--- src/rtl/gpio_bank_pkg.sv ---
// gpio_bank_pkg: constants shared by the GPIO bank and its synchroniser.
//   IO_DW        width of the CPU io data bus
//   GPIO_*       3-bit register indices within one bank
package gpio_bank_pkg;

    localparam int IO_DW = 16;

    localparam logic [2:0] GPIO_DATA  = 3'd0;  // rd: synced pins, wr: load out
    localparam logic [2:0] GPIO_DIR   = 3'd1;  // direction, 1 = drive pad
    localparam logic [2:0] GPIO_SET   = 3'd2;  // rd: out, wr: out |= data
    localparam logic [2:0] GPIO_CLR   = 3'd3;  // rd: out, wr: out &= ~data
    localparam logic [2:0] GPIO_RISE  = 3'd4;  // rising-edge capture enable
    localparam logic [2:0] GPIO_FALL  = 3'd5;  // falling-edge capture enable
    localparam logic [2:0] GPIO_EVENT = 3'd6;  // sticky events, write-1-to-clear
    localparam logic [2:0] GPIO_IRQEN = 3'd7;  // per-pin interrupt enable

endpackage

--- src/rtl/gpio_sync.sv ---
// gpio_sync: WIDTH-wide, SYNC_STAGES-deep input synchroniser with a
// previous-value register for edge detection.
//   clk, resetq   clock, synchronous active-low reset
//   pin_i         raw asynchronous pad inputs
//   s_o           synchronised pin value
//   rise_o        s went 0->1 since last cycle
//   fall_o        s went 1->0 since last cycle
module gpio_sync
    import gpio_bank_pkg::*;
#(
    parameter int WIDTH       = 8,
    parameter int SYNC_STAGES = 2
) (
    input  logic             clk,
    input  logic             resetq,
    input  logic [WIDTH-1:0] pin_i,
    output logic [WIDTH-1:0] s_o,
    output logic [WIDTH-1:0] rise_o,
    output logic [WIDTH-1:0] fall_o
);

    // Stage 0 samples the pad; the last stage is the synchronised value.
    logic [SYNC_STAGES-1:0][WIDTH-1:0] sync_q;
    logic [WIDTH-1:0]                  prev_q;

    always_ff @(posedge clk) begin
        if (!resetq) begin
            sync_q <= '0;
            prev_q <= '0;
        end else begin
            sync_q <= {sync_q[SYNC_STAGES-2:0], pin_i};
            prev_q <= sync_q[SYNC_STAGES-1];
        end
    end

    // prev and s both clear on reset, so the first cycle after release
    // can never report an edge.
    assign s_o    = sync_q[SYNC_STAGES-1];
    assign rise_o = s_o & ~prev_q;
    assign fall_o = ~s_o & prev_q;

endmodule

--- src/rtl/gpio_bank.sv ---
// gpio_bank: memory-mapped GPIO bank on the CPU io bus.
//   clk, resetq        clock, synchronous active-low reset
//   sel                bank select (one-hot io_address bit)
//   reg_addr           register index (see gpio_bank_pkg)
//   wr, wr_data        write strobe and data (bits >= WIDTH ignored)
//   rd_data            combinational read data, 0 when not selected
//   pin_in             raw pad inputs
//   pin_out, pin_oe    output and direction registers for the pad cells
//   irq                registered interrupt request
module gpio_bank
    import gpio_bank_pkg::*;
#(
    parameter int               WIDTH       = 8,
    parameter int               SYNC_STAGES = 2,
    parameter logic [WIDTH-1:0] OUT_RESET   = '0,
    parameter logic [WIDTH-1:0] DIR_RESET   = '0
) (
    input  logic             clk,
    input  logic             resetq,
    input  logic             sel,
    input  logic [2:0]       reg_addr,
    input  logic             wr,
    input  logic [IO_DW-1:0] wr_data,
    output logic [IO_DW-1:0] rd_data,
    input  logic [WIDTH-1:0] pin_in,
    output logic [WIDTH-1:0] pin_out,
    output logic [WIDTH-1:0] pin_oe,
    output logic             irq
);

    logic [WIDTH-1:0] s, rise, fall;

    gpio_sync #(
        .WIDTH       (WIDTH),
        .SYNC_STAGES (SYNC_STAGES)
    ) u_sync (
        .clk    (clk),
        .resetq (resetq),
        .pin_i  (pin_in),
        .s_o    (s),
        .rise_o (rise),
        .fall_o (fall)
    );

    logic [WIDTH-1:0] out_q,     out_d;
    logic [WIDTH-1:0] dir_q,     dir_d;
    logic [WIDTH-1:0] rise_en_q, rise_en_d;
    logic [WIDTH-1:0] fall_en_q, fall_en_d;
    logic [WIDTH-1:0] event_q,   event_d;
    logic [WIDTH-1:0] irq_en_q,  irq_en_d;
    logic             irq_q,     irq_d;

    logic             we;
    logic [WIDTH-1:0] wdata;
    logic [WIDTH-1:0] clr;
    logic             wr_data_unused;

    assign we             = sel & wr;
    assign wdata          = wr_data[WIDTH-1:0];
    assign wr_data_unused = ^wr_data;

    always_comb begin
        out_d     = out_q;
        dir_d     = dir_q;
        rise_en_d = rise_en_q;
        fall_en_d = fall_en_q;
        irq_en_d  = irq_en_q;
        clr       = '0;
        if (we) begin
            case (reg_addr)
                GPIO_DATA:  out_d     = wdata;
                GPIO_DIR:   dir_d     = wdata;
                GPIO_SET:   out_d     = out_q | wdata;
                GPIO_CLR:   out_d     = out_q & ~wdata;
                GPIO_RISE:  rise_en_d = wdata;
                GPIO_FALL:  fall_en_d = wdata;
                GPIO_EVENT: clr       = wdata;
                GPIO_IRQEN: irq_en_d  = wdata;
                default:    ;
            endcase
        end
        // The clear is applied before the new edges are ORed in, so an edge
        // arriving in the same cycle as its clear is kept.
        event_d = (event_q & ~clr) | (rise & rise_en_q) | (fall & fall_en_q);
        irq_d   = |(event_q & irq_en_q);
    end

    always_ff @(posedge clk) begin
        if (!resetq) begin
            out_q     <= OUT_RESET;
            dir_q     <= DIR_RESET;
            rise_en_q <= '0;
            fall_en_q <= '0;
            event_q   <= '0;
            irq_en_q  <= '0;
            irq_q     <= 1'b0;
        end else begin
            out_q     <= out_d;
            dir_q     <= dir_d;
            rise_en_q <= rise_en_d;
            fall_en_q <= fall_en_d;
            event_q   <= event_d;
            irq_en_q  <= irq_en_d;
            irq_q     <= irq_d;
        end
    end

    always_comb begin
        rd_data = '0;
        if (sel) begin
            case (reg_addr)
                GPIO_DATA:  rd_data[WIDTH-1:0] = s;
                GPIO_DIR:   rd_data[WIDTH-1:0] = dir_q;
                GPIO_SET:   rd_data[WIDTH-1:0] = out_q;
                GPIO_CLR:   rd_data[WIDTH-1:0] = out_q;
                GPIO_RISE:  rd_data[WIDTH-1:0] = rise_en_q;
                GPIO_FALL:  rd_data[WIDTH-1:0] = fall_en_q;
                GPIO_EVENT: rd_data[WIDTH-1:0] = event_q;
                GPIO_IRQEN: rd_data[WIDTH-1:0] = irq_en_q;
                default:    ;
            endcase
        end
    end

    assign pin_out = out_q;
    assign pin_oe  = dir_q;
    assign irq     = irq_q;

endmodule

--- config.mk ---
export PLATFORM = sky130hd
export DESIGN_NAME = gpio_bank
export DESIGN_NICKNAME = d
export VERILOG_FILES = /design/src/rtl/gpio_bank_pkg.sv /design/src/rtl/gpio_sync.sv /design/src/rtl/gpio_bank.sv
export SDC_FILE = /design/constraint.sdc
export NUM_CORES = 1
export LEC_CHECK = 0
export ABC_CLOCK_PERIOD_IN_PS = 1300
export CAP_MARGIN = 20
export CORE_ASPECT_RATIO = 1.5
export CORE_MARGIN = 3
export CORE_UTILIZATION = 47
export CTS_CLUSTER_DIAMETER = 120
export DETAILED_ROUTE_END_ITERATION = 16
export PLACE_DENSITY_LB_ADDON = 0.2
export SLEW_MARGIN = 20
export SYNTH_ARGS = -nofsm -noshare
export SYNTH_HDL_FRONTEND = slang
export SYNTH_SLANG_ARGS = --single-unit
--- constraint.sdc ---
create_clock -name clk -period 1.3 [get_ports clk]
set_input_delay 0.26 -clock clk [delete_from_list [all_inputs] [get_ports clk]]
set_output_delay 0.26 -clock clk [all_outputs]
set_load 0.01 [all_outputs]
# Word level (Yosys, flattened, before mapping)
# Cells that the tools add are included.
# word_totals
word_cells	46
input_bits	31
reg_bits	73
# classes
n_mux	5
n_eq_ne	7
reduce_logical	9
bitwise_logic	15
# ops
op	count
bitwise AND 8 bit	7
case mux 8 bit (7 select lines)	1
inverter 8 bit	4
2-to-1 mux 8 bit	3
bitwise OR 8 bit	3
case mux 8 bit (3 select lines)	1
equality test 3 bit (second input constant)	4
AND reduction 2 bit	5
OR reduction 8 bit	1
equality test 3 x 2 -> 1 bit (second input constant)	2
equality test 3 x 1 -> 1 bit (second input constant)	1
zero test 3 bit	1
nonzero test 3 bit	1
OR reduction 2 bit	1
bitwise AND 1 bit	1

# Logic depth before layout (Yosys ltp)
# Gate-level depths: netlist of the first run.
# logic_depth
depth_word	7
mapped_depth	6
depth_no_buf	3

# Modules after synthesis
# Synthesis of the first run repeated with hierarchy kept, for this count alone.
# unflattened
hier_cells	343
area_unflattened_um2	3362.0
# by_module_without_submodules
mod	seq_area_each_um2	cells_per_inst	n_inst	area_per_inst_um2
gpio_bank	980.9	269	1	2537.4
gpio_sync	480.5	74	1	824.5

# Worst setup path before layout of the first run
# Ideal clock, no wire load.
# synth_timing
kind	input -> output
from	input reg_addr[0]
to	output rd_data[3]
setup_slack_ns	-0.158
t_arrival_ns	1.198
stages	5
t_required_ns	1.040
n_path_buf	3
cell_sequence	buf_6 -> buf_8 -> buf_8 -> a221o_1 -> a31oi_1
# synth_via
elab_chain_len	4
elab_cells_between_ends	11
classes_between	7 x eq/ne; 2 x mux; 2 x reduce/logical
# synth_rtl
item	line_no	rtl
from (decl)	gpio_bank.sv:21	input logic [2:0] reg_addr,
equality test 3 x 2 -> 1 bit	gpio_bank.sv:111	case (reg_addr)
OR reduction 2 bit (no source line)	--	
case mux 8 bit (7 select lines) (*)	gpio_bank.sv:111	
2-to-1 mux 8 bit (*)	gpio_bank.sv:110	if (sel) begin
to (decl)	gpio_bank.sv:24	output logic [IO_DW-1:0] rd_data,
# Every way passes the cells marked *; elsewhere a longest branch is shown, timed or not.

# Worst setup path after layout of the first run
# layout_timing
from	register irq_en_q[0]
to	output rd_data[0]
# layout_via
elab_chain_len	2
# layout_rtl
item	line_no	rtl
from (decl)	gpio_bank.sv:50	logic [WIDTH-1:0] irq_en_q, irq_en_d;
from (signal assigned)	gpio_bank.sv:103	irq_en_q <= irq_en_d;
case mux 8 bit (7 select lines)	gpio_bank.sv:111	
2-to-1 mux 8 bit	gpio_bank.sv:110	
# Every way passes these cells.

==> metrics.txt, run 1 <==
CTS tree yes; Sw Pwr ~1300 µW; HP Start u_sync.sync_q[5]$_SDFF_PN0_; # IOs 64; ys async rst share 0%; initial core utilization 49.58%; CP Class flop to output port; Leak 0.002068 µW; Worst setup EP type output port; Endpoint, Worst Hold u_sync.s_o[5]$_SDFF_PN0_; CP Launch Type flop; Synth Warn # 0; cell with the most instances after synthesis dfxtp_1; setup slack, reg-to-reg 0.28 ns; Synth Register Bits 73; placement row count 37; Overflow after GRT 0; GR Util met3 5.935%; Via-to-Cell Ratio 5.561; final setup fails 8; Layout Nets about 560; die width 76.12 µm; Worst VDD drop 1010 µV; remaining antenna violation count 0; Vias 3520; Core ar. 0.006990 mm²; syn avg cell area 8.752 µm²; max-capacitance violation count 0; Mapped Area 0.003466 mm²; Comb pwr share 14.1%; clock root buffer clkbuf_8; drt first pass iters 5; Worst Path Arrival 1.48 ns; clock-pin slew on the worst setup and hold paths 0.09 ns; status finished with violations; final hold violations 0; period utilisation layout 133.6%; Flop pwr share 46.8%; Placer Congestion 0.8632; WL/cell between 15 and 20 µm; Top Usage Layer GRT met2; die height approximately 110 µm; cts bufs inserted 9; area share of the largest cell type after synthesis a little over two fifths; routing usage on met2 42.95%; Tmin final around 1.7 ns; Max Slew Vio Count 0; setup TNS -2.686 ns; Post-synth EDFFs 0; power density over cell area about 1000 mW/mm²; area leader, netlist dfxtp_1; first-pass GRT wire length between 15000 and 20000 µm; Total Wirelength 10370 µm; worst hold slack 0.4363 ns; hold path depth 1; Synth area leaders dfxtp_1 42%, o21ai_0 7.4%, a21oi_1 4.9%; DRT iter0 DRCs 428; met1 Use GR 30.71%; I/O Buffers 47; FF-to-FF End irq$_SDFF_PN0_; clock buffer depth 2; Sw Share a little over a quarter; Core Util, Final 71.95%; sequential fraction of the synthesis area 42.17%; P_int 3601 µW; synthesis-to-layout area growth 45.13%; RSZ-0062 raised after global routing yes; Most used DFF post-synth dfxtp_1; DRC 0; # hold bufs at CTS 0; failing checks negative setup slack; clock share of power 39.1%; Critical Path RT 1.04 ns; Cell variety after synth 48; most frequent cells after synthesis 73 x dfxtp_1, 51 x o21ai_0, 34 x a21oi_1; Clock Sink Count 73; vias in the first global route 3445; RR Startpoint event_q[3]$_SDFF_PN0_; Final HPWL DP 7079 µm; share of layout cells above drive strength 1 40.30%; setup slack after layout -0.4371 ns; achievable clock frequency 575.7 MHz; Fin Clk Skew 0.008343 ns; largest net degree at the start of global routing 33; die area 0.008462 mm²; Clock Latency Late Sink 0.36 ns; initial antenna violation count 0; Mapped Cells between 300 and 400; Reg2Reg Depth 3; Max Fanout on Critical Path 2; H-tree depth 3; Worst Hold Class flop to flop; antenna cells 0; GRT Total Usage 25.09%
==> kinds of logic after synthesis <==
family,count (synthesis),share of synthesized area [%]
other,1,0.1082
buffers and inverters,60,10.00
AOI/OAI and AO/OA,144,25.88
and+or+nand+nor,113,20.04
muxes,5,1.805
DFF,73,42.17
==> cells in the final DEF, fill, tap and decap left out, types with 8 or more instances in the layout <==
master,count
nand3_1,32
clkbuf_2,10
a32o_1,8
o211ai_1,8
a21oi_1,34
dfxtp_2,27
o21a_1,8
nand2_1,12
o21ai_0,41
dfxtp_1,46
buf_2,15
clkdlybuf4s50_1,17
nand3b_1,9
and2_1,25
a31oi_1,12
buf_4,99
inv_1,13
clkbuf_8,10
conb_1,8
==> metrics by stage <==
step | instance area, µm² | total power, µW | setup WS, ns | std cells
3_5_place_dp | 4687 | 2988 | -1.112 | 608
2_1_floorplan | 3545 | 2670 | -0.05938 | 403
4_1_cts | 5087 | 4945 | -0.4689 | 633
6_report | 5030 | 4936 | -0.4371 | 633
5_1_grt | 5030 | 5128 | -0.4797 | 633
3_3_place_gp | 4687 | 2977 | -1.107 | 608
==> worst max path at each step <==
stage                              from    endpoint  slack, ns  cells past startpoint
4_1_cts        irq_en_q[0]$_SDFFE_PN0P_  rd_data[0]      -0.47                      4
3_5_place_dp                reg_addr[2]  rd_data[3]      -1.11                      6
2_1_floorplan               reg_addr[0]  rd_data[4]      -0.06                      4
3_3_place_gp                reg_addr[2]  rd_data[3]      -1.11                      6
5_1_grt        irq_en_q[0]$_SDFFE_PN0P_  rd_data[0]      -0.48                      4
6_report       irq_en_q[0]$_SDFFE_PN0P_  rd_data[0]      -0.44                      4
==> repair_timing <==
action                     CTS  global route
gates resized for setup    143            29
pin swaps                   10             4
gates cloned                 4             0
setup buffers                5             0
setup endpoints to repair   73            44
==> worst max-delay path, stage by stage, from the launching register on <==
cell      delay [ns]
dfxtp_2         0.33
mux4_2          0.49
nor2_2          0.12
a211oi_2        0.04
buf_2           0.14
==> sequential cells by signal (all words and copies together) (netlist names) <==
name / flops
event_q: 8
fall_en_q: 8
irq_en_q: 8
pin_oe: 8
pin_out: 8
rise_en_q: 8
u_sync.prev_q: 8
u_sync.s_o: 8
u_sync.sync_q: 8
irq: 1
==> per-layer routing <==
metal / part of all wire (%) / up-vias
li1: - / 1692
met1: 41 / 1649
met2: 48 / 147
met3: 7.4 / 32
met4: 3.4 / 0
met5: 0 / -
==> power groups by stage <==
stage / registers (µW) / logic [µW] / clock network (µW)
after floorplan: 2360 / 311 / 0
after global placement: 2360 / 618 / 0
after detailed placement: 2360 / 628 / 0
after CTS: 2310 / 685 / 1950
after global routing: 2320 / 743 / 2070
final: 2310 / 694 / 1930
==> layout make-up <==
cell class	count	area, µm²
repair buffers	160	1354
clock inverters	6	75.07
fillers	541	1961
well taps	97	121.4
inverters	17	63.81
flip-flops and latches	73	1495
clock buffers	10	137.6
multi-input cells	270	1783
No activity file was read; power rests on OpenSTA's default activity.
==> inputs of run 2 (changes only) <==
RECOVER_POWER = 100   (was not set)
==> metrics.txt, run 2 (same netlist as run 1, synthesis figures left out) <==
Worst setup EP type output port; clock root buffer clkbuf_8; Max Slew Vio Count 0 (unchanged); synthesis-to-layout area growth 43.32%; most frequent cells in the layout 95 x buf_4, 58 x dfxtp_1, 41 x o21ai_0; setup slack, reg-to-reg 0.28 ns (about the same); Leak 0.002035 µW (-1.6%); post-placement cell count 608 (unchanged); Clock Latency Late Sink 0.35 ns (about the same); Overflow after GRT 0 (unchanged); Worst Hold Class flop to flop; first-pass GRT wire length 17080 µm (unchanged); HP Start u_sync.sync_q[7]$_SDFF_PN0_; Core Util, Final 71.06% (-0.89 points); Reg2Reg Depth 3 (unchanged); cts bufs inserted 9 (unchanged); commonest non-fill, non-tap cell in the layout buf_4; Vias 3544 (+0.68%); H-tree depth 3 (unchanged); antenna cells 0 (unchanged); RSZ-0062 raised after global routing yes; Fill cells 559 (+3.3%); vias in the first global route 3445 (unchanged); die height 111.2 µm (unchanged); Fin Clk Skew 0.009806 ns (+0.001463 ns); Critical Path RT 1.04 ns (about the same); CP Launch Type flop; Via-to-Cell Ratio 5.599 (+0.68%); period utilisation layout 133.6% (about the same); Max Fanout on Critical Path 2 (unchanged); Sequential Area 0.001480 mm² (-1.0%); achievable clock frequency 575.6 MHz (about the same); CP Class flop to output port; largest net degree at the start of global routing 33 (unchanged); die area 0.008462 mm² (unchanged); Final HPWL DP 7079 µm (unchanged); Endpoint, Worst Hold u_sync.s_o[7]$_SDFF_PN0_; DRT iter0 DRCs 342 (-20%); Worst Path Arrival 1.48 ns (about the same); drt first pass iters 7 (+2); Post-Layout Cell Count 633 (unchanged); GRT Total Usage 25.09% (unchanged); Worst VDD drop 1012 µV (+0.25%); FF-to-FF End irq$_SDFF_PN0_; Layout Nets 562 (unchanged); CTS tree yes; die width 76.12 µm (unchanged); # IOs 64 (unchanged); Power, Total 4910 µW (-0.53%); clock-pin slew on the worst setup and hold paths 0.08 ns (about the same); setup slack after layout -0.4374 ns (-0.0002320 ns); Total Wirelength 10400 µm (+0.32%); I/O Buffers 47 (unchanged); Core ar. 0.006990 mm² (unchanged); initial core utilization 49.58% (unchanged); final hold violations 0 (unchanged); status finished with violations; Placer Congestion 0.8632 (unchanged); final setup fails 49 (+41); placement row count 37 (unchanged); remaining antenna violation count 0 (unchanged); max-capacitance violation count 0 (unchanged); Clock Sink Count 73 (unchanged); clock buffer depth 2 (unchanged); failing checks negative setup slack; RR Startpoint event_q[3]$_SDFF_PN0_; worst hold slack 0.4374 ns (+0.001095 ns); Tmin final 1.737 ns (+0.0002320 ns); WL/cell 16.43 µm (+0.32%); share of layout cells above drive strength 1 37.50% (-2.8 points); area of the multi-input gates 0.001783 mm² (unchanged); DRC 0 (unchanged); hold path depth 1 (unchanged); initial antenna violation count 0 (unchanged); power density over cell area 988.4 mW/mm² (+0.73%); # hold bufs at CTS 0 (unchanged)
-- run 2: changes by cell type in the layout (fill, tap and decap cells not counted), moves of 2 or more --
cell,delta
and2_1,-7
and2_0,+7
clkbuf_1,+2
dfxtp_2,-12
dfxtp_1,+12
buf_4,-4
clkbuf_2,+3
-- run 2: metrics by stage --
stage	setup WS, ns	instance area (µm²)	setup TNS (ns)
floorplan	-0.05938	3545	-0.3375
global placement	-1.107	4687	-35.94
detailed placement	-1.112	4687	-36.84
CTS	-0.4689	5087	-2.699
global route	-0.4797	4967	-12.31
finish	-0.4374	4967	-8.116
-- run 2: repair_timing --
action | 4_1_cts | 5_1_grt
buffers inserted | 5 | 0
gates cloned | 4 | 0
setup endpoints to repair | 73 | 44
resized for setup | 143 | 29
pin swaps | 10 | 4
-- run 2: critical path, cell delays in order (launching register included) --
cell and delay (ns):
dfxtp_2 0.33, mux4_2 0.49, nor2_2 0.12, a211oi_2 0.04
buf_2 0.14
-- run 2: worst max-delay path by stage --
stage	startpoint	endpoint	slack, ns
6_report	irq_en_q[0]$_SDFFE_PN0P_	rd_data[0]	-0.44
5_1_grt	irq_en_q[0]$_SDFFE_PN0P_	rd_data[0]	-0.48
4_1_cts	irq_en_q[0]$_SDFFE_PN0P_	rd_data[0]	-0.47
3_5_place_dp	reg_addr[2]	rd_data[3]	-1.11
3_3_place_gp	reg_addr[2]	rd_data[3]	-1.11
2_1_floorplan	reg_addr[0]	rd_data[4]	-0.06
-- run 2: power by group --
group / internal (µW) / switching, µW / total (µW) / leakage [µW]
Sequential: 2280 / 27.5 / 2310 / 0.000601
Combinational: 333 / 343 / 676 / 0.00133
Clock: 966 / 957 / 1920 / 0.000105
-- run 2: routing by layer --
metal / global-route usage, % / vias to the layer above / routed length [µm]
met2: 42.95 / 157 / 4992
met5: 0 / - / 0
li1: - / 1689 / -
met4: 8.706 / 0 / 383
met1: 30.71 / 1664 / 4258
met3: 5.935 / 34 / 765
-- run 2: area by class of cell --
class / count / share of cell area (%)
clock buffer: 10 / 2.771
timing repair buffer: 160 / 26.30
inverter: 17 / 1.285
tap: 97 / 2.443
multi-input combinational: 270 / 35.89
clock inverter: 6 / 1.511
sequential: 73 / 29.80
==> inputs of run 3 (changes only) <==
GPL_TIMING_DRIVEN = 1   (was not set)
==> results of run 3 <==
No change in the layout: final DEF, timing and power equal those of run 2.
